[config.mk]
export PLATFORM = sky130hd
export DESIGN_NAME = hazard_scoreboard
export DESIGN_NICKNAME = d
export VERILOG_FILES = /design/src/rtl/hazard_pkg.sv /design/src/rtl/hazard_fwd_history.sv /design/src/rtl/hazard_scoreboard.sv
export SDC_FILE = /design/constraint.sdc
export NUM_CORES = 1
export LEC_CHECK = 0
export CAP_MARGIN = 20
export CELL_PAD_IN_SITES_DETAIL_PLACEMENT = 0
export CELL_PAD_IN_SITES_GLOBAL_PLACEMENT = 1
export CORE_MARGIN = 8
export CORE_UTILIZATION = 45
export CTS_CLUSTER_DIAMETER = 40
export CTS_CLUSTER_SIZE = 25
export DETAILED_ROUTE_END_ITERATION = 6
export GPL_TIMING_DRIVEN = 0
export PLACE_DENSITY_LB_ADDON = 0.05
export SLEW_MARGIN = 20
export SYNTH_ARGS = -nofsm -noshare
export SYNTH_HDL_FRONTEND = slang
export SYNTH_SLANG_ARGS = --single-unit
export TNS_END_PERCENT = 50
[constraint.sdc]
create_clock -name clk -period 15.8 [get_ports clk]
set_input_delay 3.16 -clock clk [delete_from_list [all_inputs] [get_ports clk]]
set_output_delay 3.16 -clock clk [all_outputs]
set_load 0.03 [all_outputs]
[src/rtl/hazard_pkg.sv]
// Shared widths, types and default configuration for the ID/EX hazard scoreboard.
// Modules take their defaults from here so a pipeline variant changes one place.
package hazard_pkg;

  localparam int DEF_NREGS      = 32;
  localparam int DEF_MAX_LAT    = 4;
  localparam int DEF_FWD_STAGES = 2;

  localparam int REG_W = $clog2(DEF_NREGS);
  localparam int LAT_W = $clog2(DEF_MAX_LAT + 1);
  localparam int FWD_W = $clog2(DEF_FWD_STAGES + 1);

  // Forwarding select value meaning "take the operand from the register file".
  localparam int FWD_REGFILE = 0;

  typedef logic [REG_W-1:0] reg_idx_t;
  typedef logic [LAT_W-1:0] lat_t;
  typedef logic [FWD_W-1:0] fwd_sel_t;

endpackage

[src/rtl/hazard_fwd_history.sv]
// Destination history of the last FWD_STAGES issue slots, plus a youngest-match
// priority encoder shared by the two EX operand sources.
module hazard_fwd_history
  import hazard_pkg::*;
#(
  parameter int REG_W      = 5,
  parameter int FWD_STAGES = 2,
  parameter int SEL_W      = 2
) (
  input  logic             clk,
  input  logic             rst_n,
  input  logic             push_valid,
  input  logic [REG_W-1:0] push_rd,
  input  logic             rs_a_en,
  input  logic [REG_W-1:0] rs_a,
  input  logic             rs_b_en,
  input  logic [REG_W-1:0] rs_b,
  output logic [SEL_W-1:0] sel_a,
  output logic [SEL_W-1:0] sel_b
);

  logic [FWD_STAGES:1] hist_valid;
  logic [REG_W-1:0]    hist_rd [FWD_STAGES:1];

  // The history advances every cycle; a cycle without issue pushes a bubble.
  always_ff @(posedge clk or negedge rst_n) begin
    if (!rst_n) begin
      hist_valid <= '0;
    end else begin
      hist_valid[1] <= push_valid;
      for (int k = 2; k <= FWD_STAGES; k++) hist_valid[k] <= hist_valid[k-1];
    end
  end

  // NOTE: only the valid bits need a reset; rd is never looked at while its entry is invalid.
  always_ff @(posedge clk) begin
    hist_rd[1] <= push_rd;
    for (int k = 2; k <= FWD_STAGES; k++) hist_rd[k] <= hist_rd[k-1];
  end

  // NOTE: defaults first so every path assigns the selects and no latch is inferred.
  always_comb begin
    sel_a = SEL_W'(FWD_REGFILE);
    sel_b = SEL_W'(FWD_REGFILE);
    // Scan oldest to youngest so the smallest matching stage wins.
    for (int k = FWD_STAGES; k >= 1; k--) begin
      if (rs_a_en && rs_a != '0 && hist_valid[k] && hist_rd[k] == rs_a) sel_a = SEL_W'(k);
      if (rs_b_en && rs_b != '0 && hist_valid[k] && hist_rd[k] == rs_b) sel_b = SEL_W'(k);
    end
  end

endmodule

[src/rtl/hazard_scoreboard.sv]
// ID/EX hazard scoreboard: per-register latency countdowns drive RAW/WAW stalls,
// and a short destination history yields registered EX forwarding selects.
module hazard_scoreboard
  import hazard_pkg::*;
#(
  parameter int NREGS      = DEF_NREGS,
  parameter int MAX_LAT    = DEF_MAX_LAT,
  parameter int FWD_STAGES = DEF_FWD_STAGES,
  // Set when every producer with latency beyond the forwarding window has
  // committed to the regfile within MAX_LAT+1 cycles.
  parameter bit REGFILE_COMMITS_IN_TIME = 1'b1,
  localparam int REG_BITS = $clog2(NREGS),
  localparam int CNT_BITS = $clog2(MAX_LAT + 1),
  localparam int SEL_BITS = $clog2(FWD_STAGES + 1)
) (
  input  logic                clk,
  input  logic                rst_n,
  input  logic                id_valid,
  input  logic [REG_BITS-1:0] id_rs1,
  input  logic [REG_BITS-1:0] id_rs2,
  input  logic                id_rs1_use,
  input  logic                id_rs2_use,
  input  logic [REG_BITS-1:0] id_rd,
  input  logic                id_rd_wr,
  input  logic [CNT_BITS-1:0] id_lat,
  input  logic                flush,
  output logic                stall,
  output logic                issue,
  output logic [SEL_BITS-1:0] fwd_sel_a,
  output logic [SEL_BITS-1:0] fwd_sel_b
);

  if (MAX_LAT >= FWD_STAGES + 1 && !REGFILE_COMMITS_IN_TIME) begin : g_lat_check
    $error("hazard_scoreboard: MAX_LAT exceeds the forwarding window and producers do not commit in time");
  end

  logic [CNT_BITS-1:0] cnt [NREGS];
  logic                raw;
  logic                waw;
  logic                rd_load;
  logic [SEL_BITS-1:0] sel_a;
  logic [SEL_BITS-1:0] sel_b;

  // RAW looks at the pre-update counters, so "add x5,x5,x1" only waits on the older x5.
  assign raw = (id_rs1_use && id_rs1 != '0 && cnt[id_rs1] != '0)
            || (id_rs2_use && id_rs2 != '0 && cnt[id_rs2] != '0);
  // A younger write must not land before an older, slower one to the same rd.
  assign waw = id_rd_wr && id_rd != '0 && cnt[id_rd] > id_lat;

  assign stall   = id_valid && (raw || waw);
  assign issue   = id_valid && !stall && !flush;
  assign rd_load = issue && id_rd_wr && id_rd != '0;

  // NOTE: sequential state uses non-blocking assignments so every counter sees pre-edge values.
  always_ff @(posedge clk or negedge rst_n) begin
    if (!rst_n) begin
      for (int r = 0; r < NREGS; r++) cnt[r] <= '0;
    end else begin
      for (int r = 0; r < NREGS; r++) begin
        if (rd_load && id_rd == REG_BITS'(r)) begin
          cnt[r] <= id_lat;
        end else if (cnt[r] != '0) begin
          cnt[r] <= cnt[r] - 1'b1;
        end
      end
    end
  end

  hazard_fwd_history #(
    .REG_W      (REG_BITS),
    .FWD_STAGES (FWD_STAGES),
    .SEL_W      (SEL_BITS)
  ) u_history (
    .clk        (clk),
    .rst_n      (rst_n),
    .push_valid (rd_load),
    .push_rd    (id_rd),
    .rs_a_en    (id_rs1_use),
    .rs_a       (id_rs1),
    .rs_b_en    (id_rs2_use),
    .rs_b       (id_rs2),
    .sel_a      (sel_a),
    .sel_b      (sel_b)
  );

  // Selects are captured only for an issuing instruction; bubbles read the regfile.
  always_ff @(posedge clk or negedge rst_n) begin
    if (!rst_n) begin
      fwd_sel_a <= SEL_BITS'(FWD_REGFILE);
      fwd_sel_b <= SEL_BITS'(FWD_REGFILE);
    end else begin
      fwd_sel_a <= issue ? sel_a : SEL_BITS'(FWD_REGFILE);
      fwd_sel_b <= issue ? sel_b : SEL_BITS'(FWD_REGFILE);
    end
  end

endmodule

==> results.md <==
- CP arrival: 8430 ps
- Crit Path Class: in -> out
- Mapped Area: 8900 µm²
- Layout cells sized above 1: 0.160
- Power Density: 180 nW/µm²
- CTS tree: built
- Area Overhead vs Synth: 10.6%
- Most Frequent Cell on Critical Path: clkdlybuf4s50_1
- Main synth FF type: dfrtp_1
- WP data required: 12640 ps
- Placed cell area: 9530 µm²
- Final worst path period share: 0.734
- Placed Instances: 1131
- Status: complete, no violations
- Fin. Hold Viols: 0
- FF+latch count, synth: 112
- CP Cell Sequence: clkdlybuf4s50_1 > buf_6 > buf_1 > mux4_1 > mux4_2 > mux2_2 > ha_1 > nor2b_1 > o21a_1 > o211ai_2 > o311a_1 > a221o_4 > buf_12 > nand2_2 > and2_1 > clkdlybuf4s50_1
- Syn avg cell area: 10.6 µm²
- Buffer count from post-CTS setup fixing: 0
- CTS Buf Count: 9
- Cell Count, Final, Fillers Out: 1147
- # diodes: 0
- Final ANT Viol Nets: 0
- Via-per-instance ratio: 6.01
- Cell family with most CP delay: buffers and inverters
- Mapped Nets: 930
- Critical path peak fanout: 10
- DRT iter0 DRCs: 541
- Final Util: 0.506
- Post-synth EDFFs: 0
- Cell count along the critical path: 16
- DP Worst Slack: 4330 ps
- Initial antenna violation count: 0
- Via count: 6895
- Final number of max-transition violations: 0
- Endpoints failing setup: 0
- VDD IR max: 80.7 µV
- Final instance area: 9840 µm²
- Initial Util: 0.457
- Tot GR Track Use: 0.231
- Clock slew at reported path FFs: 80 ps
- Worst hold margin: 402 ps
- Endpoint class of the critical path: output pin
- Final min period: 11590 ps
- Static leakage: 5.06 nW
- Commonest non-fill, non-tap cell in the layout: dfrtp_1
- Root buffer cell: clkbuf_16
- Final Worst Setup Slack: 4210 ps
- Overall routed net length: 27200 µm
- TritonRoute pass-1 iters: 5
- TNS Setup: 0 ps
- Post-CTS Resized: 0
- Die width: 157 µm
- FFs w/ async S/R, synth: 0.911
- Startpoint Class: input pin
- Worst-Margin Slew: 1160 ps
- First-pass GRT wire length: 43000 µm
- Most frequent cells in the layout: dfrtp_1, mux2i_1, inv_1
- H-tree Lvls: 3
- Yosys cell types: 68
- Vias in the first global route: 7323
- Clk sink count: 112
- Fmax: 86.3 MHz
- DRC: 0
- Grt ovf: 0
- Ports: 31
- Largest net degree at the start of global routing: 59
- Worst-skew pair later-pin latency: 370 ps
- Synth Warn #: 0
- Min-Delay Path Class: reg -> reg
- Count of hold-fix buffers inserted at cts: 0
- Core Rows: 51
- Sequential fraction of the synthesis area: 0.309
- CP max-delay cell: buf_1
- Max Cap Viol: 0
- Worst path max stage delay: 720 ps
- Port bufs: 27
- Core box area: 19500 µm²
- Die area: 24500 µm²
- Total power: 1.77 mW
- Max_slew headroom: 0.226
- Cells on Worst Hold Path: 0
- Reg2Reg Depth: 12
- RSZ-0062 raised after global routing: false
- Nets: 969
- Chip height: 157 µm
- Buf/Inv on CP: 5
- Hpwl dp: 20700 µm
- Deepest clock path buffer count: 2
- Post-route clock skew: 11.6 ps
- Routability cong.: 0.941
- Routed wire per std cell: 23.7 µm
- Synth Instances: 838
[flip-flops by register name, summed over array words and instances, names as in the netlist]
register              cells
fwd_sel_a                 2
u_history.hist_valid      2
cnt                      96
fwd_sel_b                 2
u_history.hist_rd        10
[synth_stat cells, drive strengths merged (3+ instances only)]
| master | number | share of area |
|---|---|---|
| o21ai | 33 | 0.019 |
| a211oi | 4 | 0.0039 |
| ha | 67 | 0.094 |
| nand2 | 46 | 0.020 |
| dfxtp | 10 | 0.022 |
| nor4 | 21 | 0.015 |
| dfrtp | 102 | 0.29 |
| nand4 | 33 | 0.044 |
| mux2 | 35 | 0.056 |
| a31oi | 4 | 0.0028 |
| nor3 | 34 | 0.019 |
| mux2i | 93 | 0.10 |
| nor4b | 12 | 0.012 |
| mux4 | 34 | 0.087 |
| nor2 | 44 | 0.019 |
| o32ai | 3 | 0.0030 |
| inv | 74 | 0.031 |
| xnor2 | 43 | 0.042 |
| nand3 | 5 | 0.0028 |
| nand2b | 38 | 0.027 |
| a311oi | 4 | 0.0039 |
| o311ai | 4 | 0.0039 |
| a21oi | 15 | 0.0084 |
| buf | 23 | 0.022 |
| clkbuf | 16 | 0.0076 |
| xor2 | 9 | 0.0089 |
[cells by family (layout without fill, tap and decap cells)]
family	after synthesis	in the layout	share of synthesized area
mux	162	162	0.247
flops	112	112	0.309
simple gates	245	245	0.169
compound gates	87	87	0.0679
xor+xnor	52	52	0.0512
fa+ha+maj	67	67	0.0942
buf+inv	113	157	0.0613
[final timing paths]
check	start	endpoint	slack, ps
worst min-delay path	u_history.hist_rd[1][2]	u_history.hist_rd[2][2]	400
worst max-delay path	id_rd[0]	stall	4210
max in group asynchronous	rst_n	cnt[61]	12430
min in group asynchronous	rst_n	cnt[5]	2720
worst max register to register	cnt[4]	cnt[66]	11770
worst min register to register	u_history.hist_rd[1][2]	u_history.hist_rd[2][2]	400
[routing by layer]
layer	wire length [µm]	share of wire	global-route usage	up-vias
li1	-	-	-	3121
met1	12000	0.44	0.304	3495
met2	12700	0.47	0.374	238
met3	1910	0.070	0.0516	41
met4	590	0.022	0.0705	0
met5	0	0	0	-
[final cells by class]
| cell class | instances | area (µm²) |
|---|---|---|
| Clock buffer | 11 | 233 |
| Clock inverter | 5 | 63.8 |
| Multi-Input combinational cell | 613 | 5620 |
| Timing Repair Buffer | 28 | 299 |
| Inverter | 74 | 278 |
| Buffer | 39 | 268 |
| Tap cell | 265 | 332 |
| Sequential cell | 112 | 2750 |
| Fill cell | 1764 | 9620 |
[power by group]
part           switching [mW]  internal (mW)
logic                   0.453          0.480
clock network           0.115          0.125
registers               0.178          0.421
total                   0.746           1.03
No activity file was read; power rests on OpenSTA's default activity.
